==> config.mk <==
export PLATFORM = sky130hd
export DESIGN_NAME = clk_ratio_meter
export DESIGN_NICKNAME = d
export VERILOG_FILES = /design/src/rtl/clk_mon_pkg.sv /design/src/rtl/sync_edge_det.sv /design/src/rtl/clk_ratio_meter.sv
export SDC_FILE = /design/constraint.sdc
export NUM_CORES = 1
export LEC_CHECK = 0
export ABC_AREA = 1
export BUFFER_PORTS_ARGS = -buffer_cell sky130_fd_sc_hd__buf_2
export CAP_MARGIN = 20
export CORE_MARGIN = 2
export CORE_UTILIZATION = 40
export CTS_CLUSTER_DIAMETER = 80
export DETAILED_ROUTE_END_ITERATION = 8
export GPL_TIMING_DRIVEN = 0
export SYNTH_ARGS = -nofsm -noshare
export SYNTH_HDL_FRONTEND = slang
export SYNTH_HIERARCHICAL = 1
export SYNTH_SLANG_ARGS = --single-unit
==> constraint.sdc <==
create_clock -name i_ref_clk -period 3.3 [get_ports i_ref_clk]
set_input_delay 0.33 -clock i_ref_clk [delete_from_list [all_inputs] [get_ports i_ref_clk]]
set_output_delay 0.33 -clock i_ref_clk [all_outputs]
set_load 0.02 [all_outputs]
==> src/rtl/clk_mon_pkg.sv <==
// clk_mon_pkg -- shared types and constants for the clock ratio meter.
//   state_t        : measurement FSM states (IDLE, ARM, MEAS)
//   DEFAULT_CNT_W  : default width of the period / high-time counters
//   max_cnt()      : largest value a counter of the given width can hold
package clk_mon_pkg;

  typedef enum logic [1:0] {
    IDLE = 2'd0,
    ARM  = 2'd1,
    MEAS = 2'd2
  } state_t;

  localparam int DEFAULT_CNT_W = 8;

  function automatic int max_cnt(input int width);
    return (1 << width) - 1;
  endfunction

endpackage

==> src/rtl/sync_edge_det.sv <==
// sync_edge_det -- brings an asynchronous level into the i_ref_clk domain and
// flags its rising edges.
//   i_ref_clk : reference clock, all flops on posedge
//   i_rst_n   : asynchronous active-low reset, clears the whole chain
//   d_async   : asynchronous input level
//   s         : synchronised level (output of the last synchroniser stage)
//   rise      : high for one cycle when s goes 0 -> 1
// Latency from d_async to s is fixed, so edge-to-edge distances are preserved.
module sync_edge_det #(
  parameter int SYNC_STAGES = 2
) (
  input  logic i_ref_clk,
  input  logic i_rst_n,
  input  logic d_async,
  output logic s,
  output logic rise
);

  // Fewer than two stages is not a synchroniser; clamp rather than break.
  localparam int STAGES = (SYNC_STAGES < 2) ? 2 : SYNC_STAGES;

  logic [STAGES-1:0] sync_reg;
  logic              s_d_reg;

  always_ff @(posedge i_ref_clk or negedge i_rst_n) begin
    if (!i_rst_n) begin
      sync_reg <= '0;
      s_d_reg  <= 1'b0;
    end else begin
      sync_reg <= {sync_reg[STAGES-2:0], d_async};
      s_d_reg  <= sync_reg[STAGES-1];
    end
  end

  assign s    = sync_reg[STAGES-1];
  assign rise = s & ~s_d_reg;

endmodule

==> src/rtl/clk_ratio_meter.sv <==
// clk_ratio_meter -- measures the period and high time of a slow clock-like
// signal in whole reference-clock cycles.
//   i_ref_clk   : reference clock
//   i_rst_n     : asynchronous active-low reset
//   i_meas_en   : measurement enable (level); low returns to IDLE
//   i_mon_clk   : monitored signal, asynchronous to i_ref_clk
//   i_exp_ratio : expected period for the match check
//   o_ratio     : last measured period (rise to rise)
//   o_high_cnt  : synchronised-high cycles within that period
//   o_valid     : one-cycle pulse, o_ratio/o_high_cnt just updated
//   o_match     : updated with o_valid, o_ratio equals i_exp_ratio
//   o_timeout   : one-cycle pulse, no rising edge within MAX_CNT cycles
// Build option: define RATIO_MATCH_EN to enable o_match; otherwise o_match is
// tied low and i_exp_ratio is ignored.
module clk_ratio_meter
  import clk_mon_pkg::*;
#(
  parameter int CNT_W       = DEFAULT_CNT_W,
  parameter int SYNC_STAGES = 2
) (
  input  logic             i_ref_clk,
  input  logic             i_rst_n,
  input  logic             i_meas_en,
  input  logic             i_mon_clk,
  input  logic [4:0]       i_exp_ratio,
  output logic [CNT_W-1:0] o_ratio,
  output logic [CNT_W-1:0] o_high_cnt,
  output logic             o_valid,
  output logic             o_match,
  output logic             o_timeout
);

  localparam logic [CNT_W-1:0] MAX_CNT = CNT_W'(max_cnt(CNT_W));

  logic s;
  logic rise;

  sync_edge_det #(
    .SYNC_STAGES(SYNC_STAGES)
  ) u_sync (
    .i_ref_clk(i_ref_clk),
    .i_rst_n  (i_rst_n),
    .d_async  (i_mon_clk),
    .s        (s),
    .rise     (rise)
  );

  state_t           state_reg, state_next;
  logic [CNT_W-1:0] p_cnt_reg, p_cnt_next;
  logic [CNT_W-1:0] h_cnt_reg, h_cnt_next;
  logic [CNT_W-1:0] ratio_reg, ratio_next;
  logic [CNT_W-1:0] high_reg, high_next;
  logic             valid_reg, valid_next;
  logic             match_reg, match_next;
  logic             timeout_reg, timeout_next;
  logic             exp_hit;

`ifdef RATIO_MATCH_EN
  // Ratios of 0 and 1 are not physically measurable, so they never match.
  assign exp_hit = (i_exp_ratio > 5'd1) && (p_cnt_reg == CNT_W'(i_exp_ratio));
`else
  logic unused_exp_ratio;
  assign unused_exp_ratio = ^i_exp_ratio;
  assign exp_hit          = 1'b0;
`endif

  always_ff @(posedge i_ref_clk or negedge i_rst_n) begin
    if (!i_rst_n) begin
      state_reg   <= IDLE;
      p_cnt_reg   <= '0;
      h_cnt_reg   <= '0;
      ratio_reg   <= '0;
      high_reg    <= '0;
      valid_reg   <= 1'b0;
      match_reg   <= 1'b0;
      timeout_reg <= 1'b0;
    end else begin
      state_reg   <= state_next;
      p_cnt_reg   <= p_cnt_next;
      h_cnt_reg   <= h_cnt_next;
      ratio_reg   <= ratio_next;
      high_reg    <= high_next;
      valid_reg   <= valid_next;
      match_reg   <= match_next;
      timeout_reg <= timeout_next;
    end
  end

  always_comb begin
    state_next   = state_reg;
    p_cnt_next   = p_cnt_reg;
    h_cnt_next   = h_cnt_reg;
    ratio_next   = ratio_reg;
    high_next    = high_reg;
    match_next   = match_reg;
    valid_next   = 1'b0;
    timeout_next = 1'b0;

    if (!i_meas_en) begin
      // Disable wins over everything; results stay frozen.
      state_next = IDLE;
      p_cnt_next = '0;
      h_cnt_next = '0;
    end else begin
      case (state_reg)
        IDLE: begin
          state_next = ARM;
          p_cnt_next = '0;
          h_cnt_next = '0;
        end
        ARM, MEAS: begin
          if (rise) begin
            // The rise cycle itself is the first cycle of the new period
            // and is always a high sample.
            p_cnt_next = CNT_W'(1);
            h_cnt_next = CNT_W'(1);
            state_next = MEAS;
            if (state_reg == MEAS) begin
              ratio_next = p_cnt_reg;
              high_next  = h_cnt_reg;
              match_next = exp_hit;
              valid_next = 1'b1;
            end
          end else if (p_cnt_reg == MAX_CNT) begin
            // Checked after rise so a rise exactly at MAX_CNT still measures.
            p_cnt_next   = '0;
            h_cnt_next   = '0;
            state_next   = ARM;
            timeout_next = 1'b1;
          end else begin
            p_cnt_next = p_cnt_reg + CNT_W'(1);
            h_cnt_next = h_cnt_reg + CNT_W'(s);
          end
        end
        default: begin
          state_next = IDLE;
          p_cnt_next = '0;
          h_cnt_next = '0;
        end
      endcase
    end
  end

  assign o_ratio    = ratio_reg;
  assign o_high_cnt = high_reg;
  assign o_valid    = valid_reg;
  assign o_match    = match_reg;
  assign o_timeout  = timeout_reg;

endmodule

==> impl_results.md <==
* DR DRC count at 0
* Switch Pwr at between 0.2 and 0.25 mW
* Synth warn at 6
* Critical setup path kind: register to register
* Fraction of power spent switching nets at 23.8%
* Seq/Total Area, Yosys at between 50 and 60%
* Critical Path Start Type: register
* Syn Inst Count at 197
* Post-DR wirelength/cell at 11.5 microns
* Largest net degree at the start of global routing at 40
* GR Overflow Total at 0
* Minimum clock period at 1490 ps
* Max-Cap Viols at 0
* Final net count at 240
* Final GP Congestion at about 0.77
* Critical-path cell list: inv_1 -> ha_1 -> nand3_2 -> inv_2 -> nand2_2 -> buf_6 -> nor2_1
* Hold EP: u_sync/sync_reg[0]
* Internal reg-to-reg setup slack at approximately 1800 ps
* Leakage at roughly 1.1 nW
* Reg power frac at 50.3%
* Post-synth cell types at 22
* CP Max Fanout at 10
* Worst slew margin at 42.1%
* Gr usage total at around 14%
* Clock Latency Late Sink at 290 ps
* H-tree depth at 2
* Seq cells post-synth at 39
* Initial Util at 42.2%
* CTS clock-pin slew for the worst setup and hold paths at 70 ps
* Final wirelength at 3170 microns
* HP Class: primary input to register
* Setup Fix Bufs, Post-CTS at 0
* Design internal power at 0.773 mW
* N_diodes at 0
* Ports at 28
* First-pass GRT wire length at 5550 microns
* Worst r2r src: state_reg[0]
* Setup repair after global routing missed its margin: false
* Die area at 4850 sq um
* Most common cell after layout, fill and taps aside: nand2_1
* First-pass detailed-route iteration total at 4
* Hold Crit Start: i_mon_clk
* Clk sinks at 39
* Clock buffer depth at 2
* Final hold vios at 0
* Peak VDD IR at about 0.00021 V
* Reg2Reg Capture Point: h_cnt_reg[1]
* Pwr Total at 1.01 mW
* FF-to-FF path depth at 7
* Horiz. Die Dim at 69.7 microns
* Critical path's slowest cell: dfrtp_1
* Pwr Density at 505 nW/um^2
* Root Driver: clkbuf_8
* CTS tree: built
* Synth-to-Final Area Change at 16.5%
* CTS buffer count at 5
* Outcome: finished clean
* Initial antenna violation count at 0
* F_max at approximately 670 MHz
* Die Y at 69.7 microns
* WHS Path Cells at 1
* Synth Net Count at 212
* CP max stage delay at 390 ps
* Tcrit/Tclk final at a little under half
* Number of routed nets with antenna violations at 0
* 1st-iter DRT viols at 86
* Share of layout cells above drive strength 1 at 18.1%
* IO Port Bufs at 21
* DP HPWL at roughly 2200 microns
* Syn Area/Cell at 8.76 sq um
* Core ar. at around 4000 sq um
* Mapped Area at 1730 sq um
* TNS Setup at 0 ps
* Drt via density at 4.53
* Gate power share at 9.6%
* Setup Skew at 7.05 ps
* Slew @ Worst Pin at 869 ps
* CP endpoint kind: register
* CP arrival at ~1700 ps
* # rows at 23
* Vias in the first global route at 1,264
* Most frequent cells in the layout: nand2_1, dfrtp_1, buf_2
* Finish-stage setup viols at 0
* Critical path data required time at 3510 ps
* Post-CTS Hold Buffers at 0
* Vias at ~1,300
* Fin. max-slew vios at 0
* Post-CTS sizing at 0
* Clock share of power at 40.1%
power by group through the flow:
stage                     clock network [mW]  registers [mW]  logic [mW]
final                                  0.407           0.511      0.0978
after floorplan                            0           0.520      0.0647
after CTS                              0.418           0.510      0.0996
after detailed placement                   0           0.520      0.0997
after global placement                     0           0.518      0.0980
after global routing                   0.441           0.512       0.117
per-layer routing:
layer	part of all wire, %	track usage [%]	vias up
li1	-	-	657
met1	51	19.3	563
met2	43	22.2	25
met3	4.4	4.51	6
met4	1.7	5.13	0
met5	0	0	-
cells in the mapped netlist, drive strengths merged:
| cell type | instances | share of area (%) |
|---|---|---|
| a21oi | 2 | 0.58 |
| buf | 4 | 1.7 |
| clkinv | 1 | 0.22 |
| conb | 1 | 0.22 |
| dfrtp | 39 | 57 |
| ha | 6 | 4.4 |
| inv | 23 | 5.0 |
| nand2 | 68 | 15 |
| nand3 | 12 | 4.4 |
| nand4 | 2 | 0.73 |
| nor2 | 24 | 5.8 |
| o21ai | 10 | 2.9 |
| xnor2 | 2 | 1.0 |
| xor2 | 3 | 1.5 |
critical path: cells and delay by family (launching register included):
family,cells,cell delay (ps)
adder cells (fa/ha/maj),1,350
AND/OR/NAND/NOR,3,320
buffers and inverters,3,350
flip-flops,1,390
cell type report:
class,count,area [sq um]
fill,405,2080
sequential,39,976
multi-input combinational,130,631
timing repair buffer,21,105
inverter,24,90.1
clock buffer,6,82.6
tap,50,62.6
clock inverter,2,35.0
buffer,4,28.8
per-stage QoR:
stage / area, sq um / std cells / utilization, % / setup slack (ps) / hold slack [ps]
after floorplan: 1730 / 197 / - / 2030 / 34.4
after global placement: 1890 / 268 / 46.3 / 1900 / 334
after detailed placement: 1890 / 268 / 46.3 / 1840 / 338
after CTS: 2010 / 276 / 49.2 / 1830 / 137
after global routing: 2010 / 276 / 49.2 / 1730 / 134
final: 2010 / 276 / 49.2 / 1810 / 149
cell families after synthesis:
group | synth area share (%)
adders and majority gates | 4.35
xor gates and xnor gates | 2.54
AOI/OAI and AO/OA | 3.48
other | 0.217
buffers and inverters | 6.89
and+or+nand+nor | 26.0
DFF | 56.6
how the worst max path moves through the flow:
stage	from	endpoint	slack, ps	cells past startpoint
after floorplan	state_reg[1]	h_cnt_reg[3]	2030	7
after global placement	state_reg[1]	p_cnt_reg[5]	1900	7
after detailed placement	state_reg[0]	h_cnt_reg[1]	1840	7
after CTS	state_reg[0]	h_cnt_reg[1]	1830	7
after global routing	state_reg[0]	h_cnt_reg[1]	1730	7
final	state_reg[0]	h_cnt_reg[1]	1810	7
(Power assumes the default switching activity.)
